**src/rtl/exp_normalize_2_if.sv**
```systemverilog
// Handshake and data bundle for the two-lane exponent normaliser.
// master: the producer/consumer side; slave: the normaliser itself.
interface exp_normalize_2_if #(
    parameter int unsigned expWidth = 4,
    parameter int unsigned sigWidth = 10
);
    localparam int unsigned SumWidth  = sigWidth + 3;
    localparam int unsigned LaneWidth = 1 + expWidth + sigWidth;

    logic                     in_valid;
    logic                     in_ready;
    logic [2*SumWidth-1:0]    in_sum;
    logic [expWidth-1:0]      max_exp;
    logic                     out_valid;
    logic                     out_ready;
    logic [2*LaneWidth-1:0]   out_data;
    logic [1:0]               out_ovf;
    logic [1:0]               out_unf;

    modport master (
        output in_valid, in_sum, max_exp, out_ready,
        input  in_ready, out_valid, out_data, out_ovf, out_unf
    );

    modport slave (
        input  in_valid, in_sum, max_exp, out_ready,
        output in_ready, out_valid, out_data, out_ovf, out_unf
    );
endinterface

```
**src/rtl/exp_normalize_2.sv**
```systemverilog
// Two-lane post-addition normaliser: takes two aligned two's-complement sums sharing one
// exponent and produces {sign, exp, frac} per lane through a 3-stage valid/ready pipeline
// (magnitude, leading-one detect, shift + exponent adjust).
module exp_normalize_2 #(
    parameter int unsigned expWidth = 4,
    parameter int unsigned sigWidth = 10
) (
    input  logic clk,
    input  logic rstn,
    exp_normalize_2_if.slave bus
);
    localparam int unsigned SumWidth  = sigWidth + 3;
    localparam int unsigned MagWidth  = sigWidth + 2;
    localparam int unsigned PosWidth  = $clog2(MagWidth);
    localparam int unsigned LaneWidth = 1 + expWidth + sigWidth;
    // Signed exponent math wide enough for max_exp + 1 and 0 - sigWidth.
    localparam int unsigned ExpCalcWidth = ((expWidth > PosWidth) ? expWidth : PosWidth) + 2;
    localparam logic signed [ExpCalcWidth-1:0] ExpMax  = ExpCalcWidth'((1 << expWidth) - 1);
    localparam logic signed [ExpCalcWidth-1:0] ExpZero = '0;

    // Stage enables: a stage loads when empty or when it drains forward this cycle.
    logic s1_valid, s2_valid, s3_valid;
    logic s1_en, s2_en, s3_en;

    assign s3_en = !s3_valid || bus.out_ready;
    assign s2_en = !s2_valid || s3_en;
    assign s1_en = !s1_valid || s2_en;

    // Stage 1: sign and saturated magnitude.
    logic [1:0]                s1_sign, s1_sign_d;
    logic [1:0][MagWidth-1:0]  s1_mag, s1_mag_d;
    logic [expWidth-1:0]       s1_exp;
    logic [1:0][SumWidth-1:0]  lane_sum, lane_neg;

    // Stage 2: leading-one position and zero flag.
    logic [1:0]                s2_sign;
    logic [1:0][MagWidth-1:0]  s2_mag;
    logic [1:0][PosWidth-1:0]  s2_pos, s2_pos_d;
    logic [1:0]                s2_zero, s2_zero_d;
    logic [expWidth-1:0]       s2_exp;

    // Stage 3: packed result and flags.
    logic [2*LaneWidth-1:0]    s3_data, s3_data_d;
    logic [1:0]                s3_ovf, s3_ovf_d;
    logic [1:0]                s3_unf, s3_unf_d;
    logic signed [ExpCalcWidth-1:0] e_calc [2];
    logic [MagWidth-1:0]       norm [2];
    logic [1:0]                res_sign;
    logic [expWidth-1:0]       res_exp [2];
    logic [sigWidth-1:0]       res_frac [2];

    // Split lanes, take absolute value; the most negative sum saturates to all ones.
    always_comb begin
        for (int i = 0; i < 2; i++) begin
            lane_sum[i]  = bus.in_sum[SumWidth*i +: SumWidth];
            lane_neg[i]  = -lane_sum[i];
            s1_sign_d[i] = lane_sum[i][SumWidth-1];
            if (!lane_sum[i][SumWidth-1]) begin
                s1_mag_d[i] = MagWidth'(lane_sum[i]);
            end else if (lane_sum[i] == {1'b1, {(SumWidth-1){1'b0}}}) begin
                s1_mag_d[i] = '1;
            end else begin
                s1_mag_d[i] = MagWidth'(lane_neg[i]);
            end
        end
    end

    // Priority encode the most-significant one of each magnitude.
    always_comb begin
        for (int i = 0; i < 2; i++) begin
            s2_pos_d[i]  = '0;
            s2_zero_d[i] = (s1_mag[i] == '0);
            for (int b = 0; b < MagWidth; b++) begin
                if (s1_mag[i][b]) s2_pos_d[i] = PosWidth'(b);
            end
        end
    end

    // Normalise: shift leading one to bit sigWidth, adjust exponent, saturate or flush.
    always_comb begin
        s3_data_d = '0;
        s3_ovf_d  = '0;
        s3_unf_d  = '0;
        for (int i = 0; i < 2; i++) begin
            e_calc[i] = $signed({{(ExpCalcWidth-expWidth){1'b0}}, s2_exp})
                      + $signed({{(ExpCalcWidth-PosWidth){1'b0}}, s2_pos[i]})
                      - $signed(ExpCalcWidth'(sigWidth));
            if (s2_pos[i] == PosWidth'(MagWidth - 1)) begin
                norm[i] = s2_mag[i] >> 1;  // carry-out: truncate toward zero
            end else begin
                norm[i] = s2_mag[i] << (PosWidth'(sigWidth) - s2_pos[i]);
            end
            res_sign[i] = s2_sign[i];
            res_exp[i]  = e_calc[i][expWidth-1:0];
            res_frac[i] = sigWidth'(norm[i]);
            if (s2_zero[i]) begin
                res_sign[i] = 1'b0;
                res_exp[i]  = '0;
                res_frac[i] = '0;
            end else if (e_calc[i] <= ExpZero) begin
                res_sign[i] = 1'b0;
                res_exp[i]  = '0;
                res_frac[i] = '0;
                s3_unf_d[i] = 1'b1;
            end else if (e_calc[i] > ExpMax) begin
                res_exp[i]  = '1;
                res_frac[i] = '1;
                s3_ovf_d[i] = 1'b1;
            end
            s3_data_d[LaneWidth*i +: LaneWidth] = {res_sign[i], res_exp[i], res_frac[i]};
        end
    end

    // Stage 1 register.
    always_ff @(posedge clk or negedge rstn) begin
        if (!rstn) begin
            s1_valid <= 1'b0;
            s1_sign  <= '0;
            s1_mag   <= '0;
            s1_exp   <= '0;
        end else if (s1_en) begin
            s1_valid <= bus.in_valid;
            if (bus.in_valid) begin
                s1_sign <= s1_sign_d;
                s1_mag  <= s1_mag_d;
                s1_exp  <= bus.max_exp;
            end
        end
    end

    // Stage 2 register.
    always_ff @(posedge clk or negedge rstn) begin
        if (!rstn) begin
            s2_valid <= 1'b0;
            s2_sign  <= '0;
            s2_mag   <= '0;
            s2_pos   <= '0;
            s2_zero  <= '0;
            s2_exp   <= '0;
        end else if (s2_en) begin
            s2_valid <= s1_valid;
            if (s1_valid) begin
                s2_sign <= s1_sign;
                s2_mag  <= s1_mag;
                s2_pos  <= s2_pos_d;
                s2_zero <= s2_zero_d;
                s2_exp  <= s1_exp;
            end
        end
    end

    // Stage 3 (output) register; holds steady while the consumer stalls.
    always_ff @(posedge clk or negedge rstn) begin
        if (!rstn) begin
            s3_valid <= 1'b0;
            s3_data  <= '0;
            s3_ovf   <= '0;
            s3_unf   <= '0;
        end else if (s3_en) begin
            s3_valid <= s2_valid;
            if (s2_valid) begin
                s3_data <= s3_data_d;
                s3_ovf  <= s3_ovf_d;
                s3_unf  <= s3_unf_d;
            end
        end
    end

    assign bus.in_ready  = s1_en;
    assign bus.out_valid = s3_valid;
    assign bus.out_data  = s3_data;
    assign bus.out_ovf   = s3_ovf;
    assign bus.out_unf   = s3_unf;
endmodule

```
**src/flat_wrapper.sv**
```systemverilog
// flat-port wrapper written by rule: the top's interface ports become plain ports
module exp_normalize_2_flat 
#(
    parameter int unsigned expWidth = 4,
    parameter int unsigned sigWidth = 10
)
  (clk, rstn, bus_in_valid, bus_in_sum, bus_max_exp, bus_out_ready, bus_in_ready, bus_out_valid, bus_out_data, bus_out_ovf, bus_out_unf);
  exp_normalize_2_if #(.expWidth(expWidth), .sigWidth(sigWidth)) bus_i ();
  input  logic clk;
  input  logic rstn;
  input wire logic [$bits(bus_i.in_valid)-1:0] bus_in_valid;
  input wire logic [$bits(bus_i.in_sum)-1:0] bus_in_sum;
  input wire logic [$bits(bus_i.max_exp)-1:0] bus_max_exp;
  input wire logic [$bits(bus_i.out_ready)-1:0] bus_out_ready;
  output wire logic [$bits(bus_i.in_ready)-1:0] bus_in_ready;
  output wire logic [$bits(bus_i.out_valid)-1:0] bus_out_valid;
  output wire logic [$bits(bus_i.out_data)-1:0] bus_out_data;
  output wire logic [$bits(bus_i.out_ovf)-1:0] bus_out_ovf;
  output wire logic [$bits(bus_i.out_unf)-1:0] bus_out_unf;
  assign bus_i.in_valid = bus_in_valid;
  assign bus_i.in_sum = bus_in_sum;
  assign bus_i.max_exp = bus_max_exp;
  assign bus_i.out_ready = bus_out_ready;
  assign bus_in_ready = bus_i.in_ready;
  assign bus_out_valid = bus_i.out_valid;
  assign bus_out_data = bus_i.out_data;
  assign bus_out_ovf = bus_i.out_ovf;
  assign bus_out_unf = bus_i.out_unf;
  exp_normalize_2 #(.expWidth(expWidth), .sigWidth(sigWidth)) u_core (.clk(clk), .rstn(rstn), .bus(bus_i));
endmodule
```
**config.mk**
```make
export PLATFORM = sky130hd
export DESIGN_NAME = exp_normalize_2_flat
export DESIGN_NICKNAME = d
export VERILOG_FILES = /design/src/rtl/exp_normalize_2_if.sv /design/src/rtl/exp_normalize_2.sv /design/src/flat_wrapper.sv
export SDC_FILE = /design/constraint.sdc
export NUM_CORES = 1
export LEC_CHECK = 0
export CORE_ASPECT_RATIO = 0.75
export CORE_MARGIN = 2
export CORE_UTILIZATION = 57
export DETAILED_ROUTE_END_ITERATION = 16
export GPL_TIMING_DRIVEN = 0
export MAX_ROUTING_LAYER = met4
export PLACE_DENSITY = 0.79
export SETUP_SLACK_MARGIN = 0.3
export SYNTH_ARGS = -nofsm -noshare
export SYNTH_HDL_FRONTEND = slang
export SYNTH_SLANG_ARGS = --single-unit
```
**constraint.sdc**
```tcl
create_clock -name clk -period 3.98 [get_ports clk]
set_input_delay 0.796 -clock clk [delete_from_list [all_inputs] [get_ports clk]]
set_output_delay 0.796 -clock clk [all_outputs]
set_load 0.01 [all_outputs]
```
==> Yosys cells after proc, flatten, opt, wreduce, memory -nomap -nowiden <==
Cells that the tools add are included.
{ "totals": {"in_bits": 34, "register_bits": 107, "out_inout_bits": 36} }
{ "classes": {"n_addsub": 8, "n_shift": 2, "order_cmp": 4, "n_reduce_logical": 11, "n_eq_ne": 4, "mux": 54} }
{ "ops": {"columns": ["op", "count"], "rows": [
  ["2-to-1 mux 10 bit", 8],
  ["2-to-1 mux 4 bit", 14],
  ["2-to-1 mux 12 bit", 4],
  ["equality test 13 bit, second input constant", 2],
  ["zero test 12 bit", 2],
  ["2-to-1 mux 3 bit", 8],
  ["negator 12 bit", 2],
  ["<< shifter 12 x 4 -> 10 bit", 2],
  ["2-to-1 mux 1 bit", 16],
  ["greater-than comparator 6 x 5 -> 1 bit, second input constant", 2],
  ["<= comparator 6 x 1 -> 1 bit, second input constant", 2],
  ["subtractor 6 x 5 -> 6 bit, second input constant", 2],
  ["adder 4 x 4 -> 5 bit", 2],
  ["equality test 4 bit, second input constant", 2],
  ["2-to-1 mux 2 bit", 4],
  ["subtractor 4 bit, first input constant", 2],
  ["AND reduction 2 bit", 3],
  ["zero test 1 bit", 3],
  ["logical OR 1 bit", 3]
]} }

==> Depth between registers and ports, before layout <==
{ "logic_depth": {"ltp_word": 11, "mapped_depth": 10} }

==> Worst setup path after synthesis <==
Ideal clock, no wire load.
{ "synth_path": {"path_type": "register to register", "start": "reg u_core.s2_pos[4] (netlist bit)", "end": "reg u_core.s3_data[20] (netlist: u_core.bus.out_data[20])", "t_required_ns": 3.884, "period_less_slack_ns": 2.829, "path_slack_ns": 1.151, "stages_incl_launch_ff": 11, "arrival_ns": 2.733, "cell_sequence": "dfrtp_1 ha_1 inv_1 fa_1 xor2_1 ha_1 or4_1 a21oi_1 buf_2 a221oi_1 o31ai_1"} }
{ "synth_via": {"elab_chain_cells": 6} }
{ "synth_rtl": {"columns": ["item", "line", "source"], "rows": [
  ["start, declared", "exp_normalize_2.sv:38", "logic [1:0][PosWidth-1:0] s2_pos, s2_pos_d;"],
  ["start signal, assigned", "exp_normalize_2.sv:145", "s2_pos <= s2_pos_d;"],
  ["adder 4 x 4 -> 5 bit / subtractor 4 bit (equally long branches)", "exp_normalize_2.sv:86, exp_normalize_2.sv:91", null],
  ["subtractor 6 x 5 -> 6 bit / << shifter 12 x 4 -> 10 bit (equally long branches)", "exp_normalize_2.sv:87, exp_normalize_2.sv:91", null],
  ["greater-than comparator 6 x 5 -> 1 bit / 2-to-1 mux 10 bit (equally long branches)", "exp_normalize_2.sv:105, exp_normalize_2.sv:88", null],
  ["2-to-1 mux 10 bit", "exp_normalize_2.sv:105", "end else if (e_calc[i] > ExpMax) begin"],
  ["2-to-1 mux 10 bit *", "exp_normalize_2.sv:100", "end else if (e_calc[i] <= ExpZero) begin"],
  ["2-to-1 mux 10 bit *", "exp_normalize_2.sv:96", "if (s2_zero[i]) begin"],
  ["end signal, assigned", "exp_normalize_2.sv:162", "s3_data <= s3_data_d;"],
  ["end, declared", "exp_normalize_2.sv:43", "logic [2*LaneWidth-1:0] s3_data, s3_data_d;"]
]} }
Mark *: on every way between the ends. The rest lies on a longest branch, timed or not.
A chain may end at the register's enable or synchronous reset.

==> Worst setup path in the final report <==
{ "layout_path": {"start": "reg u_core.s2_pos[1] (netlist bit)", "end": "reg u_core.s3_data[6] (netlist: u_core.bus.out_data[6])"} }
The elaborated chain is that of the path after synthesis.

==> run_results.csv <==
group,metric,value,unit
sta,setup_viol,0,
cells_and_area,final_cells,960,
setup_path,critPathMaxFanout,9,
sta,fin_crit_sh,81.31,%
cts,insertion_delay,0.35,ns
power,p_leak,3.227,nW
power,total_power,4.685,mW
detailed_routing,routedWlPerCell,16.19,um
cts,clk_pin_slew,0.07,ns
sta,fin_ws,0.7440,ns
cts,cts.sinks,105,
cts,clockRootBuffer,"clkbuf_16",
sta,slew_violations,0,
cts,post_cts_resize_count,0,
cells_and_area,final_util,68.99,%
sta,slew_headroom,49.13,%
yosys,synth_seq_area_share,41.81,%
placed_design,port_buffers,69,
yosys,yosysMostFrequentCell,"nand2_1",
grt,grt_max_degree,75,
cts,htree_levels,3,
sta,finalSetupTns,0,ns
setup_path,critical_path_class,"reg -> reg",
yosys,postSynthAreaPerCell,8.562,sq um
floorplan,die_w,125.3,um
setup_path,start_kind,"flip-flop",
floorplan,ios,70,
yosys,synth_edf_count,0,
setup_path,worst-path-buf-inv,1,
yosys,synth.largest_area_cell,"dfrtp_1",
detailed_routing,viasPerCell,5.828,
grt,grt_first_pass_wirelength,26160,um
detailed_routing,drt-total-wl,15540,um
power,power-per-cell-area,627.8,mW/mm^2
sta,finClkSkew,0.006397,ns
cts,cts_buffers,9,
run,cap_viol_max_count,0,
cells_and_area,fillCellCount,856,
cells_and_area,final_area,0.007463,sq mm
grt,grt_antenna_before_repair,0,
sta,hold_ws,0.3834,ns
floorplan,row_count,33,
placed_design,placedCellCount,944,
placed_design,dp_slack,0.6591,ns
setup_path,cpLargestDelayFamily,"compound AO/OA/AOI/OAI gates",
floorplan,fp.dieH,94.94,um
yosys,syn_area,0.006285,sq mm
floorplan,die_area,0.01189,sq mm
setup_path,cp.arrival,3.47,ns
detailed_routing,drc,0,
status,status,"complete, no violations",
yosys,yosys_warnings,0,
yosys,ys_async_sr_fraction,100.0,%
detailed_routing,drt-initial-drc-count,339,
yosys,synth_area_leaders,"dfrtp_1 42%, nand2_1 10%, o21ai_0 3.3%",
cells_and_area,fin_nets,865,
min_path,hold_path_class,"in -> async",
yosys,synth-main-ff-cell,"dfrtp_1",
yosys,syn_inst,734,
sta,fmax,309.0,MHz
floorplan,core_area,0.01082,sq mm
yosys,yosys_register_bits,105,
cells_and_area,drive_gt1_share,5.244,%
detailed_routing,postRouteAntennaNets,0,
cts,cts_tree,"yes",
sta,rsz0062_at_grt,"no",
detailed_routing,vias,5595,
grt,grt_overflow,0,
grt,globalRouteTotalUtil,27.98,%
setup_path,critPathSlowestCell,"a31oi_1",
setup_path,cpPeakStageDelay,0.62,ns
cts,cts_buffer_depth,2,
placed_design,post_dp_cell_area,0.007176,sq mm
cts,hold_buffers,0,
yosys,yosysUniqueCellTypes,66,
setup_path,required,4.22,ns
placed_design,dp_hpwl,11880,um
sta,finalHoldViolCount,0,
sta,finalCriticalPeriod,3.236,ns
power,ir_worst_vdd,0.2974,mV
yosys,ys_top_cells_by_count,"168 x nand2_1, 105 x dfrtp_1, 52 x nor2_1",
sta,worst_pin_slew,0.7595,ns
setup_path,path_cells,"inv_1, fa_1, xor2_1, ha_1, nor3b_1, o21ai_0, a31oi_1, nor2_1, a22o_1",
placed_design,gp_congestion,0.8953,
cts,post_cts_buffers,0,
floorplan,start_util,58.10,%
yosys,synth.top_cell.area_share,41.81,%
cells_and_area,synthToLayoutAreaGrowth,18.75,%
detailed_routing,first_pass_iters,5,
yosys,syn_nets,784,
setup_path,endpoint_kind,"flip-flop",
cells_and_area,antenna_cells,0,
grt,grt_pass1_vias,5212,
-- area by class of cell --
| class | instances | area [sq um] | share of cell area (%) |
|---|---|---|---|
| clock inverter | 6 | 48.80 | 0.6538 |
| tap | 140 | 175.2 | 2.347 |
| multi-input combinational | 568 | 3426 | 45.90 |
| clock buffer | 10 | 239.0 | 3.202 |
| buffer | 41 | 156.4 | 2.096 |
| sequential | 105 | 2628 | 35.21 |
| inverter | 20 | 75.07 | 1.006 |
| timing repair buffer | 70 | 715.7 | 9.589 |
-- layout by cell type (no fill, tap or decap), drive strengths merged, types with 6 or more instances in the layout --
master         netlist  final
a21oi               35     35
ha                  14     14
a211oi               8      8
nor3                17     17
nand2              168    168
a22o                11     11
xor2                12     12
mux4                 6      6
inv                 20     23
nor4                 8      8
buf                  5      7
o21ai               44     44
o22ai                6      6
a221oi               6      6
nand2b              11     11
or3                  7      7
dfrtp              105    105
o31ai               24     24
clkbuf              36     46
xnor2                6      6
nor2                52     52
nand3               19     19
mux2i               14     14
nor2b               10     10
clkdlybuf4s50        0     68
a31oi                8      8
a22oi                8      8
mux2                 8      8
-- final timing paths --
check	from	endpoint	slack (ns)	depth (start not counted)
worst max-delay path	u_core.s2_pos[1]$_DFFE_PN0P_	u_core.bus.out_data[6]$_DFFE_PN0P_	0.74	9
worst min register to register	u_core.bus.out_data[14]$_DFFE_PN0P_	u_core.bus.out_data[14]$_DFFE_PN0P_	0.48	2
max in group asynchronous	rstn	u_core.s2_mag[20]$_DFFE_PN0P_	2.91	2
min in group clk	u_core.bus.out_data[14]$_DFFE_PN0P_	u_core.bus.out_data[14]$_DFFE_PN0P_	0.48	2
worst min-delay path	rstn	u_core.bus.out_data[3]$_DFFE_PN0P_	0.38	1
worst max register to register	u_core.s2_pos[1]$_DFFE_PN0P_	u_core.bus.out_data[6]$_DFFE_PN0P_	0.74	9
-- power breakdown --
part	switching, mW	leakage (nW)	internal, mW
clock	0.412	0.143	0.451
combinational	1.23	1.80	1.02
sequential	0.242	1.28	1.33
total	1.88	3.23	2.80
-- routing by layer --
| layer | GRT usage, % | part of all wire, % | routed length (um) |
|---|---|---|---|
| met4 | 4.537 | 0.89 | 139 |
| met2 | 42.62 | 43 | 6733 |
| met1 | 40.65 | 50 | 7832 |
| met3 | 4.363 | 5.4 | 835 |
| met5 | - | 0 | 0 |
-- flip-flops by register name (all words and copies together), names as in the netlist --
signal and cells:
u_core.bus.out_data 30, u_core.s1_mag 24, u_core.s2_mag 22, u_core.s2_pos 8, u_core.s1_exp 4, u_core.s2_exp 4
u_core.bus.out_ovf 2, u_core.bus.out_unf 2, u_core.s1_sign 2, u_core.s2_sign 2, u_core.s2_zero 2, u_core.bus.out_valid 1
u_core.s1_valid 1, u_core.s2_valid 1
-- cells by family (layout without fill, tap and decap cells) --
group,Yosys count,in the layout,share of synthesized area [%]
fa+ha+maj,16,16,3.424
xor+xnor,18,18,2.508
flops,105,105,41.81
mux,28,28,5.813
compound gates,187,187,19.73
buf+inv,61,147,3.683
simple gates,319,319,23.03
(Power assumes the default switching activity.)
